[src/rtl/hex_display_arbiter.sv]
`default_nettype none
// +--------------------------------------------------------------------------+
// | Module      : hex_display_arbiter                                        |
// | Description : Round-robin owner arbitration of the 7-segment display     |
// |               value between the CPU GPIO port and a debug snapshot port, |
// |               with a minimum dwell time per grant and registered         |
// |               leading-zero blank flags for the hexdriver array.          |
// | Ports       : clk, rst (async, active-low)                               |
// |               cpu_valid/cpu_data/cpu_ready   CPU write handshake         |
// |               dbg_valid/dbg_data/dbg_ready   debug write handshake       |
// |               blank_lz                       leading-zero blank enable   |
// |               disp_val/disp_blank            value and per-digit blanks  |
// |               disp_src                       0 = CPU, 1 = debug          |
// |               hold_active                    high while a grant dwells   |
// | Revision    : 1.0  initial release                                       |
// +--------------------------------------------------------------------------+
module hex_display_arbiter #(
   parameter int NUM_DIGITS  = 8,
   parameter int HOLD_CYCLES = 50_000_000,
   parameter int HOLD_W      = $clog2(HOLD_CYCLES + 1)
) (
   input  logic                      clk,
   input  logic                      rst,
   input  logic                      cpu_valid,
   input  logic [4*NUM_DIGITS-1:0]   cpu_data,
   output logic                      cpu_ready,
   input  logic                      dbg_valid,
   input  logic [4*NUM_DIGITS-1:0]   dbg_data,
   output logic                      dbg_ready,
   input  logic                      blank_lz,
   output logic [4*NUM_DIGITS-1:0]   disp_val,
   output logic [NUM_DIGITS-1:0]     disp_blank,
   output logic                      disp_src,
   output logic                      hold_active
);

   localparam int DW = 4 * NUM_DIGITS;

   localparam logic              c_src_cpu = 1'b0;
   localparam logic              c_src_dbg = 1'b1;
   localparam logic [HOLD_W-1:0] c_reload  = HOLD_W'(HOLD_CYCLES - 1);

   typedef enum logic [1:0] {
      S_IDLE     = 2'd0,
      S_HOLD_CPU = 2'd1,
      S_HOLD_DBG = 2'd2
   } state_t;

   state_t              state_q,      state_d;
   logic [HOLD_W-1:0]   cnt_q,        cnt_d;
   logic [DW-1:0]       disp_val_q,   disp_val_d;
   logic [NUM_DIGITS-1:0] disp_blank_q, disp_blank_d;
   logic                disp_src_q,   disp_src_d;
   logic                last_src_q,   last_src_d;
   logic                upper_zero;

   always_comb begin
      state_d    = state_q;
      cnt_d      = cnt_q;
      disp_val_d = disp_val_q;
      disp_src_d = disp_src_q;
      last_src_d = last_src_q;
      cpu_ready  = 1'b0;
      dbg_ready  = 1'b0;

      case (state_q)
         S_IDLE: begin
            // On a tie the source that did not own the display last wins.
            cpu_ready = cpu_valid & (~dbg_valid | (last_src_q == c_src_dbg));
            dbg_ready = dbg_valid & (~cpu_valid | (last_src_q == c_src_cpu));
            if (cpu_ready) begin
               disp_val_d = cpu_data;
               disp_src_d = c_src_cpu;
               last_src_d = c_src_cpu;
               cnt_d      = c_reload;
               state_d    = S_HOLD_CPU;
            end else if (dbg_ready) begin
               disp_val_d = dbg_data;
               disp_src_d = c_src_dbg;
               last_src_d = c_src_dbg;
               cnt_d      = c_reload;
               state_d    = S_HOLD_DBG;
            end
         end

         S_HOLD_CPU: begin
            cpu_ready = 1'b1;
            if (cpu_valid) begin
               disp_val_d = cpu_data;
            end
            // Owner refreshes only extend the dwell while the other side is
            // quiet; a pending contender lets the count run out.
            if (cpu_valid && !dbg_valid) begin
               cnt_d = c_reload;
            end else if (cnt_q == '0) begin
               state_d = S_IDLE;
            end else begin
               cnt_d = cnt_q - 1'b1;
            end
         end

         S_HOLD_DBG: begin
            dbg_ready = 1'b1;
            if (dbg_valid) begin
               disp_val_d = dbg_data;
            end
            if (dbg_valid && !cpu_valid) begin
               cnt_d = c_reload;
            end else if (cnt_q == '0) begin
               state_d = S_IDLE;
            end else begin
               cnt_d = cnt_q - 1'b1;
            end
         end

         default: begin
            state_d = S_IDLE;
         end
      endcase
   end

   // Blank flags follow the value being loaded so they land in the same
   // cycle as disp_val. Scan from the top digit down; digit 0 is never blanked.
   always_comb begin
      disp_blank_d = '0;
      upper_zero   = 1'b1;
      for (int i = NUM_DIGITS - 1; i >= 1; i--) begin
         upper_zero      = upper_zero & (disp_val_d[4*i +: 4] == 4'h0);
         disp_blank_d[i] = blank_lz & upper_zero;
      end
   end

   always_ff @(posedge clk or negedge rst) begin
      if (!rst) begin
         state_q      <= S_IDLE;
         cnt_q        <= '0;
         disp_val_q   <= '0;
         disp_blank_q <= '0;
         disp_src_q   <= c_src_cpu;
         last_src_q   <= c_src_dbg;
      end else begin
         state_q      <= state_d;
         cnt_q        <= cnt_d;
         disp_val_q   <= disp_val_d;
         disp_blank_q <= disp_blank_d;
         disp_src_q   <= disp_src_d;
         last_src_q   <= last_src_d;
      end
   end

   assign disp_val    = disp_val_q;
   assign disp_blank  = disp_blank_q;
   assign disp_src    = disp_src_q;
   assign hold_active = (state_q != S_IDLE);

endmodule
`default_nettype wire

[config.mk]
export PLATFORM = sky130hd
export DESIGN_NAME = hex_display_arbiter
export DESIGN_NICKNAME = d
export VERILOG_FILES = /design/src/rtl/hex_display_arbiter.sv
export SDC_FILE = /design/constraint.sdc
export NUM_CORES = 1
export LEC_CHECK = 0
export ABC_AREA = 0
export CAP_MARGIN = 0
export CORE_MARGIN = 5
export CORE_UTILIZATION = 35
export CTS_BUF_LIST = sky130_fd_sc_hd__clkbuf_4 sky130_fd_sc_hd__clkbuf_8
export DETAILED_ROUTE_END_ITERATION = 6
export PLACE_DENSITY = 0.73
export SLEW_MARGIN = 0
export SYNTH_ARGS = -nofsm -noshare
export SYNTH_HDL_FRONTEND = slang
export SYNTH_SLANG_ARGS = --single-unit
[constraint.sdc]
create_clock -name clk -period 6.3 [get_ports clk]
set_input_delay 0.63 -clock clk [delete_from_list [all_inputs] [get_ports clk]]
set_output_delay 0.63 -clock clk [all_outputs]
set_load 0.02 [all_outputs]
# After elaboration in Yosys (flattened, before gate mapping)
# Cells that the tools add are included.
dict set report op_classes {
  addsub 1
  n_eq_ne 7
  n_bitwise 20
  n_mux 21
  n_reduce_logical 20
}
# cell count
set op_table {}
lappend op_table {{$mux W26} 5}
lappend op_table {{$mux W32} 4}
lappend op_table {{$pmux W32 S3} 1}
lappend op_table {{$pmux W26 S3} 1}
lappend op_table {{$logic_not A4 Y1} 7}
lappend op_table {{$logic_not A26 Y1} 1}
lappend op_table {{$sub A26 B1 Y26 const B} 1}
lappend op_table {{$and A1 B1 Y1} 15}
lappend op_table {{$mux W2} 5}
lappend op_table {{$ne A2 B2 Y1 const B} 4}
lappend op_table {{$pmux W2 S3} 1}
lappend op_table {{$pmux W1 S2} 2}
lappend op_table {{$reduce_and A2 Y1} 2}
lappend op_table {{$reduce_and A4 Y1} 1}
lappend op_table {{$reduce_bool A2 Y1} 2}
lappend op_table {{$ne A3 B3 Y1 const B} 1}
lappend op_table {{$not A1 Y1} 3}
lappend op_table {{$reduce_and A3 Y1} 1}
lappend op_table {{$reduce_bool A3 Y1} 1}
lappend op_table {{$eq A2 B1 Y1 const B} 1}
lappend op_table {{$eq A2 B2 Y1 const B} 1}
lappend op_table {{$logic_and A1 B1 Y1} 2}
lappend op_table {{$logic_not A1 Y1} 2}
lappend op_table {{$logic_not A2 Y1} 1}
lappend op_table {{other kinds (2)} 4}
dict set report word_totals {
  reg_bits 69
  word_cells 76
}

# Longest topological paths before layout
dict set report logic_depth {
  word_depth 14
  mapped_depth 12
}

# Worst setup path after synthesis
# OpenSTA, ideal clock, no wires.
dict set report synth_timing {
  path_kind {input to register}
  from {in dbg_valid}
  to {reg cnt_q[15]}
  setup_time_ns 0.123
  arrival_time_ns 2.660
  cell_stages 8
  setup_slack_ns 3.516
  n_path_buf 3
  required_time_ns 6.177
  path_cell_list {clkbuf_1 > buf_2 > o21bai_1 > or2_2 > clkbuf_1 > nor3_1 > o21bai_1 > nor3_1}
}
dict set report synth_via {
  elab_chain_len 5
  word_cells_on_any_way 13
  classes_between {eq/ne (1); mux (4); bitwise (4); reduce/logical (4)}
}
# item line
set synth_rtl {}
lappend synth_rtl {{from (decl)} 27} ;# input logic dbg_valid,
lappend synth_rtl {{$not A1 Y1} 69} ;# cpu_ready = cpu_valid & (~dbg_valid | (last_src_q == c_src_dbg));
lappend synth_rtl {{$or A1 B1 Y1} 69}
lappend synth_rtl {{$and A1 B1 Y1} 69}
lappend synth_rtl {{$mux W26 or $ne A3 B3 Y1 (tied branches)} n/a}
lappend synth_rtl {{$pmux W26 S3 or $reduce_and A2 Y1 (tied branches)} n/a}
lappend synth_rtl {{to (signal assigned)} 143} ;# cnt_q <= cnt_d;
lappend synth_rtl {{to (decl)} 50} ;# logic [HOLD_W-1:0] cnt_q, cnt_d;
# Several ways; a longest one is shown, not always the timed one.
# A chain may end at the register's enable or synchronous reset.

# Final worst setup path
dict set report layout_timing {
  from {in dbg_valid}
  to {reg disp_blank_q[2], in the netlist disp_blank[2]}
}
dict set report layout_via {
  elab_chain_len 12
  word_cells_on_any_way 20
  classes_between {mux (4); bitwise (10); reduce/logical (6)}
}
# item line
set layout_rtl {}
lappend layout_rtl {{$not A1 Y1} 69}
lappend layout_rtl {{$or A1 B1 Y1} 69}
lappend layout_rtl {{$and A1 B1 Y1} 69}
lappend layout_rtl {{$mux W32} 71} ;# if (cpu_ready) begin
lappend layout_rtl {{$pmux W32 S3 (*)} 66} ;# case (state_q)
lappend layout_rtl {{named net disp_val_d[27]} 51} ;# logic [DW-1:0] disp_val_q, disp_val_d;
lappend layout_rtl {{$logic_not A4 Y1 (*)} 128} ;# upper_zero = upper_zero & (disp_val_d[4*i +: 4] == 4'h0);
lappend layout_rtl {{$and A1 B1 Y1 (*) (5 in a row)} 128}
lappend layout_rtl {{$and A1 B1 Y1 (*)} 129} ;# disp_blank_d[i] = blank_lz & upper_zero;
lappend layout_rtl {{named net disp_blank_d[2]} 52} ;# logic [NUM_DIGITS-1:0] disp_blank_q, disp_blank_d;
lappend layout_rtl {{to (signal assigned)} 145} ;# disp_blank_q <= disp_blank_d;
lappend layout_rtl {{to (decl)} 52}
# The timed path passes the listed nets; every way through them passes the cells marked *. The select of a mux whose other input is x is not followed.

==> flow_metrics.env <==
export IMPL_status="complete, no violations"
export IMPL_drt_vias_per_instance=5.58
export IMPL_period_needed_ps=3790
export IMPL_insertion_delay_ps=360
export IMPL_detail_route_wl_per_cell_um=17.9
export IMPL_ctsHoldBuffers=0
export IMPL_place_congestion=0.871
export IMPL_place_hpwl_um=9000
export IMPL_ff2ff_path_depth=8
export IMPL_cts_reportedPaths_clkPinSlew_ps=90
export IMPL_combined_area_of_all_synthesized_cells_um2=3890
export IMPL_finalWorstSetupSlack_ps=2510
export IMPL_synth_top_area_share_pct=43.8
export IMPL_floorplan_initialDensity_pct=35.8
export IMPL_cts_repair_timing_setup_buffer_count=0
export IMPL_worst_setup_path_end_kind="flip-flop"
export IMPL_timing_max_slew_rel_slack_pct=31.8
export IMPL_netlist_instances=415
export IMPL_synthDominantAreaCellType="sky130_fd_sc_hd__dfrtp_1"
export IMPL_ios=113
export IMPL_report_final_setup_viol=0
export IMPL_regToRegSetupSlack_ps=2980
export IMPL_cp_arrival_ps=4040
export IMPL_cts_buffer_depth=2
export IMPL_ys_ff_latch=69
export IMPL_worstReg2RegEnd="disp_blank[2]"
export IMPL_insertedDiodeCount=0
export IMPL_yosys_most_used_dff="sky130_fd_sc_hd__dfrtp_1"
export IMPL_synth_enable_flop_cells=0
export IMPL_synthesized_net_count=491
export IMPL_gr_total_overflow=0
export IMPL_die_width_um=115
export IMPL_clockRootBuffer="sky130_fd_sc_hd__clkbuf_8"
export IMPL_layout_filler_cells=1033
export IMPL_synth_simple_area_share_pct=23.4
export IMPL_clock_skew_ps=13.5
export IMPL_number_of_global_route_vias_before_repair=3856
export IMPL_synth_warn=0
export IMPL_asyncSetResetFlopFracSynth_pct=100
export IMPL_drc_errors=0
export IMPL_slew_viol_final=0
export IMPL_dp_slack_ps=2110
export IMPL_finalCritPeriodShare_pct=60.1
export IMPL_synth_top_family_by_area="simple AND/OR/NAND/NOR gates"
export IMPL_grt_start_max_net_pins=70
export IMPL_max_cap_violations=0
export IMPL_cell_pwr_density_nw_per_um2=455
export IMPL_std_cell_rows=38
export IMPL_antenna_violations_before_repair=0
export IMPL_cts_resized_gates=0
export IMPL_io_buffers=111
export IMPL_totalNegativeSetupSlack_ps=0
export IMPL_unrepaired_setup_endpoints_after_global_routing="false"
export IMPL_post_route_cells_drive_above_1_share_pct=6.51
export IMPL_cts_buffers=9
export IMPL_globalRouteTotalUtil_pct=18.5
export IMPL_synthToLayoutAreaGrowth_pct=36.9
export IMPL_synth_lib_cells_used_distinct=60
export IMPL_maxClockFrequency_mhz=264
export IMPL_timing_hold_violations_final=0
export IMPL_chipHeight_um=115
export IMPL_via_count=3692
export IMPL_power_leakage_nw=2.22
export IMPL_peakVddDrop_v=0.000308
export IMPL_synthXorXnorAreaFrac_pct=0.901
export IMPL_detailedRoute_firstPassIterationCount=6
export IMPL_placeableCoreArea_um2=10800
export IMPL_post_synth_fa_ha_maj_area_fraction_pct=2.25
export IMPL_cts_htree_levels=3
export IMPL_synth_seq_area_share_pct=44.5
export IMPL_min_path_type="primary input to asynchronous set/reset pin"
export IMPL_die_area_um2=13300
export IMPL_synth_mux_area_fraction_pct=1.03
export IMPL_drt_initial_drc_count=235
export IMPL_cts_sink_count=69
export IMPL_start_of_the_worst_register_to_register_path="state_q[0]"
export IMPL_syn_avg_cell_area_um2=9.36
export IMPL_cp_start_kind="primary input"
export IMPL_worstPathMaxFanout=27
export IMPL_wire_length_after_detailed_routing_um=11800
export IMPL_grt_pass1_wl_um=19400
export IMPL_worst_slew_pin_transition_ps=1020
export IMPL_clock_tree_from_tritoncts="yes"
export IMPL_worstSetupPathType="primary input to flip-flop"
export IMPL_yosys_top_cells_area="sky130_fd_sc_hd__dfrtp_1, sky130_fd_sc_hd__a21oi_1, sky130_fd_sc_hd__nor2_1"
export IMPL_antenna_left=0
export IMPL_synth_compound_gate_area_share_pct=23.1
export IMPL_required_ps=6560
export IMPL_num_nets_final=593
## critical path, stage by stage
cell and delay (ps):
sky130_fd_sc_hd__clkdlybuf4s50_1 1020, sky130_fd_sc_hd__nor2b_1 260, sky130_fd_sc_hd__o21bai_1 90, sky130_fd_sc_hd__buf_4 190, sky130_fd_sc_hd__and2_1 380, sky130_fd_sc_hd__a221o_1 390
sky130_fd_sc_hd__nor4_1 440, sky130_fd_sc_hd__nand4b_1 280, sky130_fd_sc_hd__nor4_1 350
## report_power, final
part           total [mW]  switching, mW  internal [mW]
clock               0.426          0.196          0.230
combinational        1.25          0.700          0.545
sequential          0.748          0.139          0.609
## kinds of logic (layout without fill, tap and decap cells)
| group | Yosys count | in the layout |
|---|---|---|
| and+or+nand+nor | 162 | 162 |
| buffers and inverters | 46 | 153 |
| muxes | 4 | 4 |
| xor gates and xnor gates | 4 | 4 |
| AOI/OAI and AO/OA | 122 | 122 |
| DFF | 69 | 69 |
| other | 1 | 1 |
| adders and majority gates | 7 | 7 |
## metal layers
layer  GRT usage (%)  routed length [um]  vias to the layer above
li1                -                   -                     1756
met1            21.2                4590                     1786
met2            30.2                5770                      141
met3            10.2                1350                        9
met4            4.30                 127                        0
met5               0                   0                        -
## how the worst max path moves through the flow
stage / slack, ps / cells after the start / from / to
CTS: 2470 / 9 / dbg_valid / disp_blank[2]
finish: 2510 / 9 / dbg_valid / disp_blank[2]
floorplan: 3520 / 8 / dbg_valid / cnt_q[15]
global route: 2170 / 9 / dbg_valid / disp_blank[2]
global placement: 2190 / 9 / dbg_valid / disp_blank[2]
detailed placement: 2110 / 9 / dbg_valid / disp_blank[2]
## cell usage in the layout (no fill, tap or decap), types with 5 or more instances in the layout
cell	synthesis	routed
sky130_fd_sc_hd__a221o_1	8	8
sky130_fd_sc_hd__nand3_1	18	18
sky130_fd_sc_hd__nand2b_1	16	16
sky130_fd_sc_hd__o21ai_0	18	18
sky130_fd_sc_hd__a22oi_1	7	7
sky130_fd_sc_hd__clkdlybuf4s50_1	0	110
sky130_fd_sc_hd__nor4_1	10	10
sky130_fd_sc_hd__nand2_1	26	26
sky130_fd_sc_hd__a211oi_1	5	5
sky130_fd_sc_hd__dfrtp_1	68	68
sky130_fd_sc_hd__and3_1	10	10
sky130_fd_sc_hd__o22a_1	6	6
sky130_fd_sc_hd__nand4_1	7	7
sky130_fd_sc_hd__a22o_1	8	8
sky130_fd_sc_hd__ha_1	7	7
sky130_fd_sc_hd__inv_1	22	22
sky130_fd_sc_hd__nor2_1	27	27
sky130_fd_sc_hd__clkbuf_8	0	9
sky130_fd_sc_hd__or3_1	10	10
sky130_fd_sc_hd__nor3_1	11	11
sky130_fd_sc_hd__a21oi_1	26	26
## metrics by stage
| stage | util (%) | hold slack (ps) | area, um2 | cells | total power [mW] |
|---|---|---|---|---|---|
| final | 49.1 | 435 | 5320 | 662 | 2.42 |
| after global routing | 49.1 | 522 | 5320 | 662 | 2.58 |
| after CTS | 49.1 | 510 | 5320 | 662 | 2.43 |
| after detailed placement | 47.0 | 496 | 5090 | 646 | 2.00 |
| after global placement | 47.0 | 482 | 5090 | 646 | 1.97 |
| after floorplan | - | 334 | 3890 | 415 | 1.51 |
## cell type report
| type | count | area, um2 | area share, % |
|---|---|---|---|
| clock buffers | 9 | 124 | 2.33 |
| clock inverters | 7 | 105 | 1.98 |
| inverters | 22 | 82.6 | 1.55 |
| multi-input cells | 300 | 1970 | 37.0 |
| flip-flops and latches | 69 | 1730 | 32.5 |
| well taps | 140 | 175 | 3.29 |
| repair buffers | 115 | 1140 | 21.3 |
## cell usage after synthesis (8+ instances only)
cell / n
sky130_fd_sc_hd__nor3_1: 11
sky130_fd_sc_hd__clkbuf_1: 16
sky130_fd_sc_hd__or3_1: 10
sky130_fd_sc_hd__nor2_1: 27
sky130_fd_sc_hd__a221o_1: 8
sky130_fd_sc_hd__inv_1: 22
sky130_fd_sc_hd__nand2b_1: 16
sky130_fd_sc_hd__nand3_1: 18
sky130_fd_sc_hd__and3_1: 10
sky130_fd_sc_hd__a21oi_1: 26
sky130_fd_sc_hd__dfrtp_1: 68
sky130_fd_sc_hd__o21ai_0: 18
sky130_fd_sc_hd__nor4_1: 10
sky130_fd_sc_hd__a22o_1: 8
sky130_fd_sc_hd__nand2_1: 26
## flip-flops by register name (all words and copies together), names as in the netlist
register	flops
disp_blank	7
disp_src	1
cnt_q	26
disp_val	32
state_q	2
last_src_q	1
Power figures use the tool's default switching activity.
==> patch: new RTL, same flow settings <==
`disp_val_q` no longer has a reset.
--- a/src/rtl/hex_display_arbiter.sv
+++ b/src/rtl/hex_display_arbiter.sv
@@ -134,18 +134,20 @@
       if (!rst) begin
          state_q      <= S_IDLE;
          cnt_q        <= '0;
-         disp_val_q   <= '0;
          disp_blank_q <= '0;
          disp_src_q   <= c_src_cpu;
          last_src_q   <= c_src_dbg;
       end else begin
          state_q      <= state_d;
          cnt_q        <= cnt_d;
-         disp_val_q   <= disp_val_d;
          disp_blank_q <= disp_blank_d;
          disp_src_q   <= disp_src_d;
          last_src_q   <= last_src_d;
       end
+   end
+
+   always_ff @(posedge clk) begin
+      disp_val_q <= disp_val_d;
    end
 
    assign disp_val    = disp_val_q;
Behaviour: not the same (Yosys sat finds a counterexample within 4 cycles, from zero or initial values and one cycle with rst low).
==> patch against the unedited design <==
Total power is 1.9% higher. Synthesized cell count is 2.2% higher. Cell area is 1.0% lower. Worst setup slack better by 120 ps. Clock skew is 2.3 ps higher. Via count is 2.0% higher. Global-route usage is 0.83 points lower. Sequential power hardly changed. Synthesized area stayed put. Cell count is 0.91% higher. Register-to-register slack better by 220 ps. Sequential cell count stayed put. Die area stayed put. Routed wire length is 0.41% higher. Highest routed layer unchanged.
==> patch: results (changes against the unedited design) <==
Parameter                              Value

Route
  Total Routed Length ... 11900 um (was 11800 um)
  WL/cell ... 17.8 um (was 17.9 um)
  Number of detailed-route iterations in the first pass ... 5 (was 6)
  Detailed Route Iter0 Violations ... 328 (was 235)
  Routed via count ... 3766 (was 3692)

GRT
  Vias in the first global route ... 3729 (was 3856)
  Global-route usage over all layers ... 0.176 (was 0.185)
  Initial antenna violation count ... 0 (unchanged)
  Wire length of the first global-routing pass ... 18900 um (was 19400 um)
  Maximum number of pins on one net before global-route repair ... 38 (was 70)

Critical path
  Critical path capture point type ... primary output (was register)
  Launching point of the worst reg2reg path ... state_q[1] (was state_q[0])
  Setup slack of the worst register-to-register path ... 3200 ps (was 2980 ps)
  Critical Path Max Stage Delay ... 860 ps (was 1020 ps)
  WP data arrival ... 3030 ps (was 4040 ps)
  Critical-path top delay cell ... clkdlybuf4s50_1 (unchanged)
  Start point of the critical path ... dbg_valid (unchanged)
  Critical path endpoint ... cpu_ready (was disp_blank[2])
  Reg-to-reg endpoint ... disp_blank[1] (was disp_blank[2])
  Critical path peak fanout ... 26 (was 27)
  Worst R2R Path Depth ... 7 (was 8)

Min path
  Path category of the worst min-delay check ... input port to async pin (unchanged)

Synth
  Number of flops mapped to enable cells by yosys ... 4 (was 0)
  Post-Syn Nets ... 500 (was 491)
  Share of synthesized flip-flops with an asynchronous set or reset ... 0.536 (was 1.00)
  Fraction of the yosys area taken by sequential cells ... 0.414 (was 0.445)
  Top area cells in the synthesized netlist ... dfrtp_1, dfxtp_1, nor2_1, a21oi_1, and3_1 (was dfrtp_1, a21oi_1, nor2_1, nand2b_1, nand2_1)
  Prevailing post-synth register cell ... dfrtp_1 (unchanged)
  Number of instances in the synthesized netlist ... 424 (was 415)
  Yosys warning total ... 0 (unchanged)
  Top cell types by occurrence after synthesis ... nor2_1, dfrtp_1, nand2_1 (was dfrtp_1, nor2_1, a21oi_1, nand2_1, inv_1)
  Library cells used by synthesis ... 67 (was 60)

Placement
  Detailed placer's ending HPWL ... 8740 um (was 9000 um)
  Placer's final routability congestion estimate ... 0.839 (was 0.871)
  Cell Count Post-Placement ... 652 (was 646)
  Port buffer count ... 111 (unchanged)

STA
  Actual slew at the worst max-slew pin ... 1070 ps (was 1020 ps)
  Final count of hold timing violations ... 0 (unchanged)
  Worst setup skew after layout ... 15.7 ps (was 13.5 ps)

Clocking
  Number of resized instances in the post-cts repair step ... 0 (unchanged)
  Number of H-tree branching levels ... 3 (unchanged)
  Clock transition at the registers of the reported paths ... 80 ps
  Clock Latency Late Sink ... 350 ps
  Number of setup buffers added after CTS ... 0 (unchanged)
  Cts bufs inserted ... 9 (unchanged)

Outcome
  Outcome ... finished, final reports clean (unchanged)

Layout
  Layout cells sized above 1 ... 0.0890 (was 0.0651)
  Antenna diode count ... 0 (unchanged)
  Final Net Count ... 599 (was 593)
  Largest register FFs ... 32 (unchanged)
  FILL cells ... 1011 (was 1033)

Pwr
  Worst VDD drop ... 256 uV (was 308 uV)
  Internal portion of total power ... 1.42 mW (was 1.38 mW)
  Leakage power summed over all cells ... 2.10 nW (was 2.22 nW)
## patch: logic make-up after synthesis
group                    share of synthesized area
AO/OA/AOI/OAI                                0.225
adder cells (fa/ha/maj)                     0.0225
flip-flops                                   0.414
buffers and inverters                       0.0518
other                                     0.000965
AND/OR/NAND/NOR                              0.272
XOR/XNOR                                    0.0135
## patch: how the worst min path moves through the flow
| stage | from | cells after the start | slack, ps | to |
|---|---|---|---|---|
| floorplan | rst | 0 | 330 | cnt_q[0] |
| global placement | disp_val[23] | 2 | 460 | disp_val[23] |
| detailed placement | disp_val[21] | 2 | 470 | disp_val[21] |
| CTS | rst | 1 | 410 | cnt_q[16] |
| global route | rst | 1 | 440 | cnt_q[16] |
| finish | rst | 1 | 380 | cnt_q[16] |
## patch: layout make-up
| class | instances | area share |
|---|---|---|
| Tap cell | 140 | 0.0333 |
| Sequential cell | 69 | 0.305 |
| Multi-Input combinational cell | 313 | 0.394 |
| Clock buffer | 10 | 0.0261 |
| Inverter | 17 | 0.0121 |
| Clock inverter | 6 | 0.0162 |
| Timing Repair Buffer | 113 | 0.213 |
## patch: worst max-delay path: cells and delay by family
kind          cells  cell delay [ps]
buf+inv           2             1460
simple gates      3              940
## patch: metrics by stage
stage / setup WS, ps / instance area [sq um]
3_3_place_gp: 2580 / 5040
5_1_grt: 2460 / 5270
2_1_floorplan: 3880 / 3890
4_1_cts: 2620 / 5270
3_5_place_dp: 2420 / 5040
6_report: 2640 / 5270
## patch: layer usage
| metal | up-vias | global-route usage | part of all wire |
|---|---|---|---|
| li1 | 1787 | - | - |
| met1 | 1816 | 0.226 | 0.40 |
| met2 | 138 | 0.287 | 0.50 |
| met3 | 25 | 0.0458 | 0.065 |
| met4 | 0 | 0.0649 | 0.027 |
| met5 | - | 0 | 0 |
## patch: power by group through the flow
stage                     Clock, mW  Sequential, mW  Combinational [mW]
after detailed placement          0           0.755                1.30
after global routing          0.434           0.772                1.42
after floorplan                   0           0.861               0.735
final                         0.406           0.749                1.31
after CTS                     0.416           0.747                1.31
after global placement            0           0.749                1.27
